===== config.mk =====
export PLATFORM = sky130hd
export DESIGN_NAME = ef_sram_1024x32_arbiter
export DESIGN_NICKNAME = d
export VERILOG_FILES = /design/src/rtl/ef_sram_ctrl_pkg.sv /design/src/rtl/ef_sram_rr_arb2.sv /design/src/rtl/ef_sram_1024x32_arbiter.sv
export SDC_FILE = /design/constraint.sdc
export NUM_CORES = 1
export LEC_CHECK = 0
export BUFFER_PORTS_ARGS = -buffer_cell sky130_fd_sc_hd__buf_2
export CORE_AREA = 10 10 131 133
export CTS_CLUSTER_SIZE = 10
export DETAILED_ROUTE_END_ITERATION = 10
export DIE_AREA = 0 0 141 143
export HOLD_SLACK_MARGIN = 0.03
export PLACE_DENSITY = 0.82
export SLEW_MARGIN = 40
export SYNTH_ARGS = -nofsm -noshare
export SYNTH_HDL_FRONTEND = slang
export SYNTH_SLANG_ARGS = --single-unit

===== constraint.sdc =====
create_clock -name clk -period 2.4 [get_ports clk]
set_input_delay 0.24 -clock clk [delete_from_list [all_inputs] [get_ports clk]]
set_output_delay 0.24 -clock clk [all_outputs]
set_load 0.03 [all_outputs]

===== src/rtl/ef_sram_ctrl_pkg.sv =====
// Shared definitions for the EF_SRAM_1024x32 two-port arbiter.
//  - state_e : controller FSM states (optional SCRUB sweep, then RUN)
//  - RD / WR : macro R_WB pin encodings
//  - TEST_PIN_TIE : functional value for every macro test/scan pin
package ef_sram_ctrl_pkg;

    typedef enum logic {
        ST_SCRUB = 1'b0,
        ST_RUN   = 1'b1
    } state_e;

    localparam logic RD = 1'b1;
    localparam logic WR = 1'b0;

    localparam logic TEST_PIN_TIE = 1'b0;

endpackage


===== src/rtl/ef_sram_rr_arb2.sv =====
// Two-input round-robin arbiter.
//  clk, rst_n : clock, asynchronous active-low reset
//  req[1:0]   : request vector (bit 0 = port A, bit 1 = port B)
//  advance    : update the last-grant pointer with the current grant
//  gnt[1:0]   : one-hot combinational grant (all zero when nothing requested)
// On a tie the port that was not granted last wins; after reset A wins.
module ef_sram_rr_arb2
    import ef_sram_ctrl_pkg::*;
(
    input  logic       clk,
    input  logic       rst_n,
    input  logic [1:0] req,
    input  logic       advance,
    output logic [1:0] gnt
);

    // 1 = port B received the most recent grant
    logic last_b;

    always_comb begin
        gnt = 2'b00;
        if (req[0] && (!req[1] || last_b)) begin
            gnt = 2'b01;
        end else if (req[1]) begin
            gnt = 2'b10;
        end
    end

    always_ff @(posedge clk or negedge rst_n) begin
        if (!rst_n) begin
            last_b <= 1'b1;
        end else if (advance && (gnt != 2'b00)) begin
            last_b <= gnt[1];
        end
    end

endmodule


===== src/rtl/ef_sram_1024x32_arbiter.sv =====
// Shares one EF_SRAM_1024x32 macro between request ports A and B.
//  clk, rst_n            : clock (also forwarded to mem_CLKin), async active-low reset
//  x_req_valid/ready     : request handshake, ready is the combinational grant
//  x_req_we/addr/wdata/wmask : request fields (wmask bit 1 = bit written)
//  x_rsp_valid/rdata     : one-cycle read response pulse, rdata held until next response
//  init_done             : requests may be accepted
//  mem_*                 : macro pins; test/scan pins tied to their functional value
// Build option: define EF_SRAM_ARB_SCRUB_EN to zero the whole array after every reset
// before requests are accepted.
module ef_sram_1024x32_arbiter
    import ef_sram_ctrl_pkg::*;
#(
    parameter int NB = 32,
    parameter int NA = 10,
    parameter int NW = 1024
) (
    input  logic          clk,
    input  logic          rst_n,
    input  logic          a_req_valid,
    output logic          a_req_ready,
    input  logic          a_req_we,
    input  logic [NA-1:0] a_req_addr,
    input  logic [NB-1:0] a_req_wdata,
    input  logic [NB-1:0] a_req_wmask,
    output logic          a_rsp_valid,
    output logic [NB-1:0] a_rsp_rdata,
    input  logic          b_req_valid,
    output logic          b_req_ready,
    input  logic          b_req_we,
    input  logic [NA-1:0] b_req_addr,
    input  logic [NB-1:0] b_req_wdata,
    input  logic [NB-1:0] b_req_wmask,
    output logic          b_rsp_valid,
    output logic [NB-1:0] b_rsp_rdata,
    output logic          init_done,
    output logic          mem_CLKin,
    output logic          mem_EN,
    output logic          mem_R_WB,
    output logic [NA-1:0] mem_AD,
    output logic [NB-1:0] mem_DI,
    output logic [NB-1:0] mem_BEN,
    input  logic [NB-1:0] mem_DO,
    output logic          mem_TM,
    output logic          mem_SM,
    output logic          mem_WLBI,
    output logic          mem_WLOFF,
    output logic          mem_ScanInCC,
    output logic          mem_ScanInDL,
    output logic          mem_ScanInDR
);

    state_e        state;
    logic [NA-1:0] scrub_cnt;
    logic          scrub_go;   // keeps the macro idle while still in reset / first cycle
    logic          scrub_wr;
    logic [1:0]    req;
    logic [1:0]    gnt;
    logic [NA-1:0] ad_q;
    logic [NB-1:0] di_q;
    logic [NB-1:0] ben_q;
    logic [1:0]    rd_s1;      // one-hot port id of the read the macro sampled last edge

    assign mem_CLKin    = clk;
    assign mem_TM       = TEST_PIN_TIE;
    assign mem_SM       = TEST_PIN_TIE;
    assign mem_WLBI     = TEST_PIN_TIE;
    assign mem_WLOFF    = TEST_PIN_TIE;
    assign mem_ScanInCC = TEST_PIN_TIE;
    assign mem_ScanInDL = TEST_PIN_TIE;
    assign mem_ScanInDR = TEST_PIN_TIE;

`ifdef EF_SRAM_ARB_SCRUB_EN
    assign scrub_wr = (state == ST_SCRUB) && scrub_go;
`else
    assign scrub_wr = 1'b0;
`endif

    assign req         = init_done ? {b_req_valid, a_req_valid} : 2'b00;
    assign a_req_ready = gnt[0];
    assign b_req_ready = gnt[1];

    ef_sram_rr_arb2 u_arb (
        .clk     (clk),
        .rst_n   (rst_n),
        .req     (req),
        .advance (init_done),
        .gnt     (gnt)
    );

    // Address/data/mask hold their last driven value on idle cycles to limit toggling.
    always_comb begin
        mem_EN   = 1'b0;
        mem_R_WB = RD;
        mem_AD   = ad_q;
        mem_DI   = di_q;
        mem_BEN  = ben_q;
        if (scrub_wr) begin
            mem_EN   = 1'b1;
            mem_R_WB = WR;
            mem_AD   = scrub_cnt;
            mem_DI   = '0;
            mem_BEN  = '1;
        end else if (gnt[0]) begin
            mem_EN   = 1'b1;
            mem_R_WB = a_req_we ? WR : RD;
            mem_AD   = a_req_addr;
            mem_DI   = a_req_wdata;
            mem_BEN  = a_req_wmask;
        end else if (gnt[1]) begin
            mem_EN   = 1'b1;
            mem_R_WB = b_req_we ? WR : RD;
            mem_AD   = b_req_addr;
            mem_DI   = b_req_wdata;
            mem_BEN  = b_req_wmask;
        end
    end

    always_ff @(posedge clk or negedge rst_n) begin
        if (!rst_n) begin
            ad_q  <= '0;
            di_q  <= '0;
            ben_q <= '0;
        end else if (mem_EN) begin
            ad_q  <= mem_AD;
            di_q  <= mem_DI;
            ben_q <= mem_BEN;
        end
    end

    always_ff @(posedge clk or negedge rst_n) begin
        if (!rst_n) begin
`ifdef EF_SRAM_ARB_SCRUB_EN
            state <= ST_SCRUB;
`else
            state <= ST_RUN;
`endif
            scrub_cnt <= '0;
            scrub_go  <= 1'b0;
            init_done <= 1'b0;
        end else begin
            unique case (state)
                ST_SCRUB: begin
                    scrub_go <= 1'b1;
                    if (scrub_go) begin
                        if (scrub_cnt == NA'(NW - 1)) begin
                            scrub_cnt <= '0;
                            state     <= ST_RUN;
                            init_done <= 1'b1;
                        end else begin
                            scrub_cnt <= scrub_cnt + NA'(1);
                        end
                    end
                end
                ST_RUN: begin
                    init_done <= 1'b1;
                end
            endcase
        end
    end

    // Response pipe: macro samples at edge N, DO is captured at edge N+1.
    always_ff @(posedge clk or negedge rst_n) begin
        if (!rst_n) begin
            rd_s1       <= 2'b00;
            a_rsp_valid <= 1'b0;
            b_rsp_valid <= 1'b0;
            a_rsp_rdata <= '0;
            b_rsp_rdata <= '0;
        end else begin
            rd_s1       <= {gnt[1] & ~b_req_we, gnt[0] & ~a_req_we};
            a_rsp_valid <= rd_s1[0];
            b_rsp_valid <= rd_s1[1];
            if (rd_s1[0]) begin
                a_rsp_rdata <= mem_DO;
            end
            if (rd_s1[1]) begin
                b_rsp_rdata <= mem_DO;
            end
        end
    end

endmodule


# Yosys cells after proc, flatten, opt, wreduce, memory -nomap -nowiden
# Index checks and enable logic that the tools add are counted.
# Widths: inputs -> output; s select.
dict set report classes {
  n_mux 22
  bitwise 5
  add_sub_neg 1
  n_eq_ne 3
  reduce_logical 7
}
# op n
set op_table {}
lappend op_table {{$mux 32} 4}
lappend op_table {{$mux 10} 3}
lappend op_table {{$mux 1} 11}
lappend op_table {{$add 10x1->10 const B} 1}
lappend op_table {{$eq 10x10->1 const B} 1}
lappend op_table {{$mux 2} 3}
lappend op_table {{$ne 2x2->1 const B} 2}
lappend op_table {{$reduce_and 2->1} 2}
lappend op_table {{$not 1->1} 3}
lappend op_table {{$and 1x1->1} 2}
lappend op_table {{$logic_and 1x1->1} 2}
lappend op_table {{$pmux 1 s2} 1}
lappend op_table {{$reduce_bool 2->1} 1}
lappend op_table {{$logic_not 1->1} 1}
lappend op_table {{$logic_or 1x1->1} 1}
dict set report totals {
  output_inout_bits 153
  word_cells 51
  input_bits 186
  regBits 156
}

# Longest topological paths before layout
dict set report depth {
  depth_word 7
  depth_mapped 5
  depth_no_buf 4
}

# Cells and area by module
# Synthesis repeated with hierarchy kept, for this count alone.
dict set report unflattened {
  cells_unflattened 622
  hier_area_um2 7016.7
}
# mod area_each_um2 seq_area_each_um2 cells_each n_inst
set by_module_without_submodules {}
lappend by_module_without_submodules {ef_sram_1024x32_arbiter 6960.4 3880.0 616 1}
lappend by_module_without_submodules {ef_sram_rr_arb2 56.3 26.3 6 1}

==> impl_metrics.env <==
export IMPL_status="finished, final reports clean"
export IMPL_antenna_left=0
export IMPL_end_kind="output pin"
export IMPL_grt_pass1_vias=7926
export IMPL_critical_path_class="reg2out"
export IMPL_power_per_cell_area_nw_per_um2=501
export IMPL_fin_setup_tns_ps=0
export IMPL_cp_required_ps=2160
export IMPL_grt_pass1_wl_mm=43.7
export IMPL_fillerInstances=742
export IMPL_crit_family="buffers and inverters"
export IMPL_vdd_drop_max_v=0.000501
export IMPL_dp_hpwl_mm=17.1
export IMPL_power_leakage_nw=6.42
export IMPL_areaGrowthSynthToFinish_pct=63.1
export IMPL_hold_path_class="in2async"
export IMPL_async_flop_share=1.00
export IMPL_wl_per_cell_um=23.6
export IMPL_die_h_um=143
export IMPL_die_area_um2=20200
export IMPL_netlist_area_leader_share=0.533
export IMPL_clk_latency_ps=530
export IMPL_setup_viol=0
export IMPL_p_seq_frac=0.445
export IMPL_synth_avg_cell_area_um2=13.0
export IMPL_drt_iter0_drc=672
export IMPL_grt_overflow=0
export IMPL_switching_share=0.248
export IMPL_maxCapViolations=0
export IMPL_r2r_start="u_arb.last_b"
export IMPL_power_frac_comb=0.075
export IMPL_start_kind="register"
export IMPL_antenna_found_initial=7
export IMPL_synth_sequential_area_ratio=0.540
export IMPL_skew_ps=9.43
export IMPL_ff_latch_area_um2=3910
export IMPL_final_area_um2=11800
export IMPL_io_buffer_count=331
export IMPL_setup_worst_path_start="u_arb.last_b"
export IMPL_via_count=7534
export IMPL_most_common_layout_cells="309 x buf_2, 183 x dlygate4sd3_1, 153 x dfrtp_1, 148 x a221o_1, 75 x and2_1"
export IMPL_crit_cells=6
export IMPL_clk_pin_slew_ps=60
export IMPL_multi_input_area_um2=3070
export IMPL_die_w_um=141
export IMPL_rr_endpoint="di_q[4]"
export IMPL_drive_above_1_share=0.427
export IMPL_avgViaCountPerCell=5.94
export IMPL_slew_headroom=0.656
export IMPL_cts_tree="yes"
export IMPL_slowest_delay_ps=570
export IMPL_synthCells=555
export IMPL_io_pins=339
export IMPL_max_freq_mhz=423
export IMPL_ys_ff_latch=156
export IMPL_grt_max_degree=66
export IMPL_synthTopCellsByArea="dfrtp_1 53%, a221o_1 20%, mux2_2 9.5%, and2_1 6.5%, buf_4 1.8%"
export IMPL_yosysTopAreaCell="dfrtp_1"
export IMPL_endpoint="mem_DI[16]"
export IMPL_worst_pin_slew_ps=515
export IMPL_grt_total_usage=0.273
export IMPL_row_count=44
export IMPL_core_area_um2=14400
export IMPL_crit_chain="inv_1 > a21oi_4 > buf_12 > clkbuf_16 > a221o_1 > buf_2"
export IMPL_final_max_slew_violation_count=0
export IMPL_cp_slowest_cell="dfstp_2"
export IMPL_layout_min_cycle_time_ps=2370
export IMPL_synth_edff_count=0
export IMPL_arrival_ps=2130
export IMPL_syn_area_um2=7240
export IMPL_power_mw=5.91
export IMPL_drc=0
export IMPL_power_switching_mw=1.46
export IMPL_r2r_cells=7
export IMPL_power_frac_clock=0.480
export IMPL_final_common_cell="buf_2"
export IMPL_period_share=0.986
export IMPL_start_util=0.502
export IMPL_nets=1253
export IMPL_ff2ff_setup_slack_ps=50
export IMPL_rsz0062_at_grt="true"
export IMPL_drt_pass1_iter_count=5
export IMPL_wl_mm=30.0
export IMPL_yosys_warnings=0
export IMPL_cp_max_fo=13
export IMPL_ys_types=37
export IMPL_placed_cell_area_um2=9040
export IMPL_internal_power_mw=4.45
export IMPL_ys_flop_type="dfrtp_1"
export IMPL_finalHoldViolations=0
export IMPL_place_gp_congestion=0.790
export IMPL_critPathBufInv=4
==> power groups by stage <==
stage / Clock [mW] / Combinational, mW / Sequential [mW]
after floorplan: 0.0624 / 0.0271 / 2.68
after global placement: 0.0525 / 0.270 / 2.68
after detailed placement: 0.0525 / 0.276 / 2.68
after CTS: 2.85 / 0.418 / 2.63
after global routing: 3.00 / 0.473 / 2.63
final: 2.84 / 0.443 / 2.63
==> metrics by stage <==
stage | worst slack [ps] | cells | utilization | hold WS (ps)
6_report | 33.9 | 1269 | 0.818 | 251
5_1_grt | -27.5 | 1268 | 0.818 | 269
4_1_cts | 18.6 | 1253 | 0.801 | 96.8
3_5_place_dp | 477 | 1034 | 0.627 | 230
3_3_place_gp | 505 | 1034 | 0.627 | 229
2_1_floorplan | 597 | 561 | - | -55.6
==> worst register-to-register path, cell delays in order (launching register included) <==
cell	delay [ps]
dfstp_2	570
inv_1	80
a21oi_4	210
buf_12	160
buf_4	110
bufbuf_16	360
a221o_1	220
dlygate4sd3_1	580
==> cells in the mapped netlist (3+ instances only) <==
cell / number
nor2b_1: 3
nand2b_1: 3
dfrtp_1: 154
a21oi_1: 3
mux2_1: 3
mux2_2: 61
buf_2: 23
a221o_1: 148
nand2_1: 11
buf_4: 17
xnor2_1: 4
and2_1: 75
o21ai_0: 3
clkbuf_1: 16
==> worst min-delay path by stage <==
stage	startpoint	end	depth (start not counted)
2_1_floorplan	rst_n	a_rsp_rdata[0]	0
3_3_place_gp	rst_n	b_rsp_rdata[9]	1
3_5_place_dp	rst_n	b_rsp_rdata[9]	1
4_1_cts	a_req_valid	u_arb.last_b	3
5_1_grt	rst_n	a_rsp_rdata[9]	2
6_report	rst_n	b_rsp_rdata[9]	2
==> per-layer routing <==
layer  vias to the layer above  routed length [um]  GRT usage
met5                         -                  27          0
li1                       3222                   -          -
met2                       523               15100      0.460
met1                      3685               10600      0.297
met4                         4                1290      0.136
met3                       100                2920      0.100
==> cell type report <==
| type | instances | share of cell area |
|---|---|---|
| Multi-Input combinational cell | 347 | 0.260 |
| Clock inverter | 15 | 0.0111 |
| Antenna cell | 6 | 0.00127 |
| Clock buffer | 21 | 0.0428 |
| Tap cell | 184 | 0.0195 |
| Inverter | 2 | 0.000636 |
| Sequential cell | 156 | 0.331 |
| Timing Repair Buffer | 538 | 0.334 |
==> registers in the layout (all words and copies together), names as in the netlist <==
signal / cells
di_q: 32
ad_q: 10
rd_s1: 2
b_rsp_valid: 1
a_rsp_valid: 1
ben_q: 32
b_rsp_rdata: 32
init_done: 1
scrub_cnt: 10
state: 1
scrub_go: 1
u_arb.last_b: 1
a_rsp_rdata: 32
==> logic make-up (layout without fill, tap and decap cells) <==
kind of cell    Yosys count  in the layout  share of synthesized area
other cells               1             13                   0.000518
xor+xnor                  4              4                    0.00484
simple gates            105            105                     0.0889
buf+inv                  58            576                     0.0429
mux                      64             64                     0.0996
flops                   156            156                      0.540
compound gates          166            166                      0.222
fa+ha+maj                 1              1                    0.00173
==> what timing repair did <==
action	CTS	global route
buffers inserted	0	5
gates resized for setup	5	31
cloned	1	5
endpoints found under the hold margin	191	0
pin swaps	0	1
hold buffers	183	0
setup endpoints to repair	45	74
No activity file was read; power rests on OpenSTA's default activity.
